$ cat src/rtl/signed_mul_ctrl.sv
// Sequential signed multiplier for the ALU operand path.
// Operands go to sign/magnitude form, run a BITS-step shift-add, and the sign is restored on the product.
module signed_mul_ctrl #(
    parameter int unsigned BITS = 4
) (
    input  logic                CLK,
    input  logic                nRST,
    input  logic                START,
    input  logic [BITS-1:0]     A,
    input  logic [BITS-1:0]     B,
    output logic                BUSY,
    output logic                DONE,
    output logic [2*BITS-1:0]   P,
    output logic                ZERO,
    output logic                NEG,
    output logic                MIN
);

    localparam int unsigned PW = 2 * BITS;
    localparam int unsigned CW = $clog2(BITS);
    localparam logic [BITS-1:0] MOST_NEG = {1'b1, {(BITS-1){1'b0}}};

    typedef enum logic [2:0] {
        S_IDLE = 3'd0,
        S_LOAD = 3'd1,
        S_MUL  = 3'd2,
        S_FIX  = 3'd3,
        S_DONE = 3'd4
    } state_e;

    state_e          state_q, state_d;
    logic [BITS-1:0] a_q, a_d, b_q, b_d;
    logic [PW-1:0]   mcand_q, mcand_d;
    logic [BITS-1:0] mplier_q, mplier_d;
    logic [PW-1:0]   acc_q, acc_d;
    logic [CW-1:0]   cnt_q, cnt_d;
    logic            sgn_q, sgn_d;
    logic            min_r_q, min_r_d;
    logic            busy_q, busy_d;
    logic            done_q, done_d;
    logic [PW-1:0]   p_q, p_d;
    logic            zero_q, zero_d;
    logic            neg_q, neg_d;
    logic            min_q, min_d;

    logic [BITS-1:0] mag_a, mag_b;
    logic [PW-1:0]   fix_res;

    always_ff @(posedge CLK or negedge nRST) begin
        if (!nRST) state_q <= S_IDLE;
        else       state_q <= state_d;
    end

    always_comb begin
        state_d  = state_q;
        a_d      = a_q;
        b_d      = b_q;
        mcand_d  = mcand_q;
        mplier_d = mplier_q;
        acc_d    = acc_q;
        cnt_d    = cnt_q;
        sgn_d    = sgn_q;
        min_r_d  = min_r_q;
        p_d      = p_q;
        zero_d   = zero_q;
        neg_d    = neg_q;
        min_d    = min_q;

        // Most-negative operand maps to 2^(BITS-1), which is exact as an unsigned magnitude.
        mag_a   = a_q[BITS-1] ? (~a_q + BITS'(1)) : a_q;
        mag_b   = b_q[BITS-1] ? (~b_q + BITS'(1)) : b_q;
        fix_res = sgn_q ? (~acc_q + PW'(1)) : acc_q;

        case (state_q)
            S_IDLE, S_DONE: begin
                if (START) begin
                    a_d     = A;
                    b_d     = B;
                    state_d = S_LOAD;
                end else begin
                    state_d = S_IDLE;
                end
            end
            S_LOAD: begin
                mcand_d  = {{BITS{1'b0}}, mag_a};
                mplier_d = mag_b;
                sgn_d    = a_q[BITS-1] ^ b_q[BITS-1];
                min_r_d  = (a_q == MOST_NEG) || (b_q == MOST_NEG);
                acc_d    = '0;
                cnt_d    = '0;
                state_d  = S_MUL;
            end
            S_MUL: begin
                // Iteration i consumes magB[i] and adds magA << i.
                if (mplier_q[0]) acc_d = acc_q + mcand_q;
                mcand_d  = mcand_q << 1;
                mplier_d = mplier_q >> 1;
                cnt_d    = cnt_q + CW'(1);
                if (cnt_q == CW'(BITS - 1)) state_d = S_FIX;
            end
            S_FIX: begin
                p_d     = fix_res;
                zero_d  = (fix_res == '0);
                neg_d   = fix_res[PW-1];
                min_d   = min_r_q;
                state_d = S_DONE;
            end
            default: state_d = S_IDLE;
        endcase

        busy_d = (state_d == S_LOAD) || (state_d == S_MUL) || (state_d == S_FIX);
        done_d = (state_d == S_DONE);
    end

    always_ff @(posedge CLK or negedge nRST) begin
        if (!nRST) begin
            a_q      <= '0;
            b_q      <= '0;
            mcand_q  <= '0;
            mplier_q <= '0;
            acc_q    <= '0;
            cnt_q    <= '0;
            sgn_q    <= 1'b0;
            min_r_q  <= 1'b0;
            busy_q   <= 1'b0;
            done_q   <= 1'b0;
            p_q      <= '0;
            zero_q   <= 1'b1;
            neg_q    <= 1'b0;
            min_q    <= 1'b0;
        end else begin
            a_q      <= a_d;
            b_q      <= b_d;
            mcand_q  <= mcand_d;
            mplier_q <= mplier_d;
            acc_q    <= acc_d;
            cnt_q    <= cnt_d;
            sgn_q    <= sgn_d;
            min_r_q  <= min_r_d;
            busy_q   <= busy_d;
            done_q   <= done_d;
            p_q      <= p_d;
            zero_q   <= zero_d;
            neg_q    <= neg_d;
            min_q    <= min_d;
        end
    end

    assign BUSY = busy_q;
    assign DONE = done_q;
    assign P    = p_q;
    assign ZERO = zero_q;
    assign NEG  = neg_q;
    assign MIN  = min_q;

endmodule

$ cat config.mk
export PLATFORM = sky130hd
export DESIGN_NAME = signed_mul_ctrl
export DESIGN_NICKNAME = d
export VERILOG_FILES = /design/src/rtl/signed_mul_ctrl.sv
export SDC_FILE = /design/constraint.sdc
export NUM_CORES = 1
export LEC_CHECK = 0
export ABC_AREA = 0
export BUFFER_PORTS_ARGS = -buffer_cell sky130_fd_sc_hd__buf_2
export CAP_MARGIN = 30
export CORE_MARGIN = 8
export CORE_UTILIZATION = 45
export CTS_BUF_LIST = sky130_fd_sc_hd__clkbuf_4 sky130_fd_sc_hd__clkbuf_8
export CTS_CLUSTER_DIAMETER = 40
export CTS_CLUSTER_SIZE = 8
export DETAILED_ROUTE_END_ITERATION = 8
export HOLD_SLACK_MARGIN = 0.06
export PLACE_DENSITY_LB_ADDON = 0.1
export SYNTH_ARGS = -nofsm -noshare
export SYNTH_HDL_FRONTEND = slang
export SYNTH_SLANG_ARGS = --single-unit
$ cat constraint.sdc
create_clock -name CLK -period 2.3 [get_ports CLK]
set_input_delay 0.345 -clock CLK [delete_from_list [all_inputs] [get_ports CLK]]
set_output_delay 0.345 -clock CLK [all_outputs]
set_load 0.1 [all_outputs]
Yosys cells after proc, flatten, opt, wreduce, memory -nomap -nowiden
Cells that the tools add are included.
{"block": "word_totals", "regBits": 48, "input_bits": 11, "out_inout_bits": 13, "word_cells": 56}
{"block": "op_classes", "add_sub_neg": 5, "eq_ne": 12, "n_mux": 11, "n_bitwise": 4, "n_reduce_logical": 9}
{"op": "8-bit one-hot mux with 2 select lines", "count": 2}
{"op": "8-bit 2-to-1 mux", "count": 2}
{"op": "3-bit by 2-bit == test with 1-bit output, second input constant", "count": 4}
{"op": "3-bit one-hot mux with 4 select lines", "count": 1}
{"op": "4-bit by 1-bit adder with 4-bit output, second input constant", "count": 2}
{"op": "8-bit by 1-bit adder with 8-bit output, second input constant", "count": 1}
{"op": "8-bit adder", "count": 1}
{"op": "4-bit == test, second input constant", "count": 2}
{"op": "8-bit zero test", "count": 1}
{"op": "4-bit 2-to-1 mux", "count": 2}
{"op": "4-bit NOT", "count": 2}
{"op": "8-bit NOT", "count": 1}
{"op": "4-bit one-hot mux with 2 select lines", "count": 1}
{"op": "3-bit by 1-bit == test with 1-bit output, second input constant", "count": 2}
{"op": "3-bit == test, second input constant", "count": 2}
{"op": "2-bit one-hot mux with 2 select lines", "count": 1}
{"op": "2-bit AND reduction", "count": 2}
{"op": "3-bit zero test", "count": 1}
{"op": "1-bit logical OR", "count": 3}
{"op": "3-bit 2-to-1 mux", "count": 1}
{"op": "2-bit by 1-bit adder with 2-bit output, second input constant", "count": 1}
{"op": "2-bit == test, second input constant", "count": 1}
{"op": "2-bit != test, second input constant", "count": 1}
{"op": "2-bit nonzero test", "count": 1}
{"op": "3 further kinds", "count": 3}

Logic depth before layout (Yosys ltp)
{"block": "depth", "depth_word": 6, "ltp_mapped": 7, "depth_no_buf": 7}

Least setup slack after synthesis
No wires, ideal clock.
{"block": "synth_path", "kind": "register to register", "startpoint": "register mcand_q[0]", "endpoint": "register acc_q[6]", "setup_time_ps": 125, "t_arrival_ps": 1727, "required_ps": 2175, "path_slack_ps": 448, "stages_incl_launch_ff": 8, "path_buffers": 0, "synth_period_minus_slack_ps": 1852, "path_cell_list": "dfrtp_1 ha_1 fa_1 a21o_1 a21o_1 a21oi_1 mux2i_1 nand2_1"}
{"block": "synth_via", "elab_chain_len": 3}
{"item": "from (decl)", "line_no": "33", "source": "logic [PW-1:0] mcand_q, mcand_d;"}
{"item": "from (signal assigned)", "line_no": "134", "source": "mcand_q <= mcand_d;"}
{"item": "8-bit adder", "line_no": "95", "source": "if (mplier_q[0]) acc_d = acc_q + mcand_q;"}
{"item": "8-bit 2-to-1 mux", "line_no": "95"}
{"item": "8-bit one-hot mux with 2 select lines", "line_no": "74", "source": "case (state_q)"}
{"item": "to (signal assigned)", "line_no": "121", "source": "acc_q <= '0;"}
{"item": "to (signal assigned)", "line_no": "136", "source": "acc_q <= acc_d;"}
{"item": "to (decl)", "line_no": "35", "source": "logic [PW-1:0] acc_q, acc_d;"}
No other way between the ends. The select of a mux whose other input is x is not followed.
A chain may end at the register's enable or synchronous reset.

Worst setup path after layout
{"block": "layout_path", "startpoint": "register acc_q[0]", "endpoint": "register acc_q[6]"}
{"block": "layout_via", "elab_chain_len": 3}
{"item": "8-bit adder", "line_no": "95"}
{"item": "8-bit 2-to-1 mux", "line_no": "95"}
{"item": "8-bit one-hot mux with 2 select lines", "line_no": "74"}
No other way between the ends. The select of a mux whose other input is x is not followed.

==> results.txt <==
Worst slew pin tran = 0.931 ns
Critical Path Start Type = flop
H-tree depth = 2
Metal2 WL = 2150 um
GRT Total Usage = 0.129
Fin crit period = 1.95 ns
VDD IR max = 0.000643 V
Detailed-route via count = 1638
Final core occ = 0.514
Initial core utilization = 0.461
Flop and latch count out of synthesis = 47
Hold WC Path Type = in2async
Pleak = 1.29 nW
Slew margin rel. = 0.377
TritonCTS Buffers = 5
Die X = 88.1 um
Post-synth EDFFs = 0
Run status = finished clean
Area leader, netlist = dfrtp_1
Area contributors post-synth = dfrtp_1 (49%), ha_1 (5.9%), nand2_1 (4.2%)
Top-level port count = 24
DR top layer = met4
Max-Cap Viols = 0
Most used cell, CP = a21o_1
Deepest clock path buffer count = 2
CP peak stage delay = 0.42 ns
Initial antenna violation count = 0
DRC Markers = 0
Endpoints failing hold = 0
Post-Synthesis Cell Area = 2340 um^2
Setup violations, final = 0
Synth warn = 0
Vias in the first global route = 1648
Sequential-to-total area share from yosys stat = 0.503
Cts hold-fix bufs = 0
Wire per inst = 14.2 um
Area growth, synth to finish = 11.4%
F_max = 513 MHz
Sink Count = 47
Layout cell share with drive strength beyond 1 = 0.169
Row count = 26
Top-area cell type share of the netlist area = 0.492
Crit end category = flop
Met1 Routed Length = 2080 um
Slew Limit Fails = 0
Layout Nets = 265
Die Area = 7760 um^2
Final WL = 4430 um
Critical Path RT = 2.48 ns
TritonRoute pass-1 iters = 4
Synth async-reset ratio = 1.00
Crit share post-route = 0.848
Final ANT Viol Nets = 0
Port Buf Inserts = 23
HPWL Detailed = 3200 um
Initial drt markers = 98
Tot Pwr = 0.00398 W
Fillers = 488
Routability cong. = 0.738
Die Span Y = 88.1 um
Diodes inserted = 0
CP max FO = 4
Largest net degree at the start of global routing = 48
Postcts setup bufs = 0
Setup Crit Path Kind = reg2reg
Via density per instance = 5.25
Fin Setup TNS = 0 ns
Synth Instances = 219
Final Skew = 0.00536 ns
Cts repair resizes = 0
CTS Root Cell = clkbuf_8
Synth Flop Type = dfrtp_1
First-pass GRT wire length = 7760 um
RSZ-0062 raised after global routing = no
Crit-path cells = ha_1, fa_1, a21o_1, a21o_1, a21oi_1, mux2i_1, nand2_1
Global route overflow = 0
Worst-path clk slew = 0.08 ns
Net count after synthesis = 242
Core Area = 5070 um^2
WL met3 = 181 um
Avg Synthesized Cell Area = 10.7 um^2
CTS tree = done
Cell variety after synth = 47
CP max-delay cell = dfrtp_1
Pwr/cell area = 1530 nW/um^2
Crit path DAT = 2.13 ns
Worst skew pair latency = 0.29 ns
[metal layers]
metal  track usage  up-vias
met3        0.0375        4
met5             0        -
met1         0.155      783
li1              -      822
met2         0.214       29
met4        0.0461        0
[state kept, by name, summed over array words and instances (netlist names), 2 cells and up]
signal / cells
P: 8
state_q: 3
cnt_q: 2
mplier_q: 4
a_q: 4
acc_q: 8
b_q: 4
mcand_q: 8
[worst max-delay path, delay by kind of cell (launching register included)]
kind | cells | cell delay [ns]
AOI/OAI and AO/OA | 3 | 0.53
muxes | 1 | 0.20
and+or+nand+nor | 1 | 0.07
adders and majority gates | 2 | 0.62
DFF | 1 | 0.42
[placed cells by master (no fill, tap or decap), types with 4 or more instances in the layout]
| cell | synthesis | routed |
|---|---|---|
| a21o_1 | 5 | 5 |
| a22o_1 | 6 | 6 |
| buf_2 | 3 | 23 |
| clkbuf_8 | 0 | 6 |
| dfrtp_1 | 46 | 46 |
| ha_1 | 11 | 11 |
| inv_1 | 8 | 8 |
| mux2i_1 | 5 | 5 |
| nand2_1 | 26 | 26 |
| nand3_1 | 9 | 9 |
| nor2_1 | 4 | 4 |
| nor3b_1 | 4 | 4 |
| o21ai_0 | 12 | 12 |
| o21ai_1 | 9 | 9 |
| xnor2_1 | 7 | 7 |
| xor2_1 | 6 | 6 |
[Yosys cell counts (2+ instances only)]
cell,instances
buf_2,3
or3_1,2
nor4b_1,2
a31oi_1,3
o21ai_0,12
a22oi_1,3
mux2i_1,5
o31ai_1,2
mux2_2,3
nor2b_1,3
nand2_1,26
nand3b_1,3
nor3b_1,4
nor2_1,4
a21oi_1,3
a221o_1,3
inv_1,8
a21o_1,5
xor2_1,6
nand2b_1,2
nor3_1,3
xnor2_1,7
mux2_1,2
dfrtp_1,46
ha_1,11
a22o_1,6
nand3_1,9
clkbuf_1,6
o21ai_1,9
[final timing paths]
kind	startpoint	to	slack (ns)	cells after the start
setup / recovery	acc_q[0]$_DFFE_PN0P_	acc_q[6]$_DFFE_PN0P_	0.35	7
hold / removal	nRST	P[1]$_DFFE_PN0N_	0.13	2
setup reg to reg	acc_q[0]$_DFFE_PN0P_	acc_q[6]$_DFFE_PN0P_	0.35	7
hold reg to reg	ZERO$_DFFE_PN1N_	ZERO$_DFFE_PN1N_	0.47	2
max in group asynchronous	nRST	acc_q[0]$_DFFE_PN0P_	1.77	2
min in group CLK	B[0]	b_q[0]$_DFFE_PN0P_	0.25	3
[power breakdown]
part | internal (W) | total [W] | switching (W)
clock | 0.000236 | 0.000495 | 0.000259
sequential | 0.00116 | 0.00149 | 0.000324
combinational | 0.000674 | 0.00200 | 0.00133
total | 0.00207 | 0.00398 | 0.00191
[cell type report]
class                      instances  area, um^2  share of cell area
inverter                           9        33.8              0.0130
clock buffer                       6        82.6              0.0317
tap                               70        87.6              0.0336
multi-input combinational        153        1080               0.416
sequential                        47        1180               0.452
timing repair buffer              26         138              0.0528
clock inverter                     1        5.00             0.00192
[metrics by stage]
stage	cell area [um^2]	instances	setup WS, ns	hold slack [ns]
floorplan	2340	219	0.448	0.0494
global placement	2520	305	0.389	0.455
detailed placement	2520	305	0.358	0.458
CTS	2610	312	0.338	0.149
global route	2610	312	0.257	0.176
finish	2610	312	0.350	0.131
[cell families after synthesis]
family	count (synthesis)	share of synthesized area
compound gates	51	0.144
xor+xnor	13	0.0487
fa+ha+maj	12	0.0674
buf+inv	19	0.0337
flops	47	0.503
mux	10	0.0455
simple gates	67	0.157
Power figures use the tool's default switching activity.
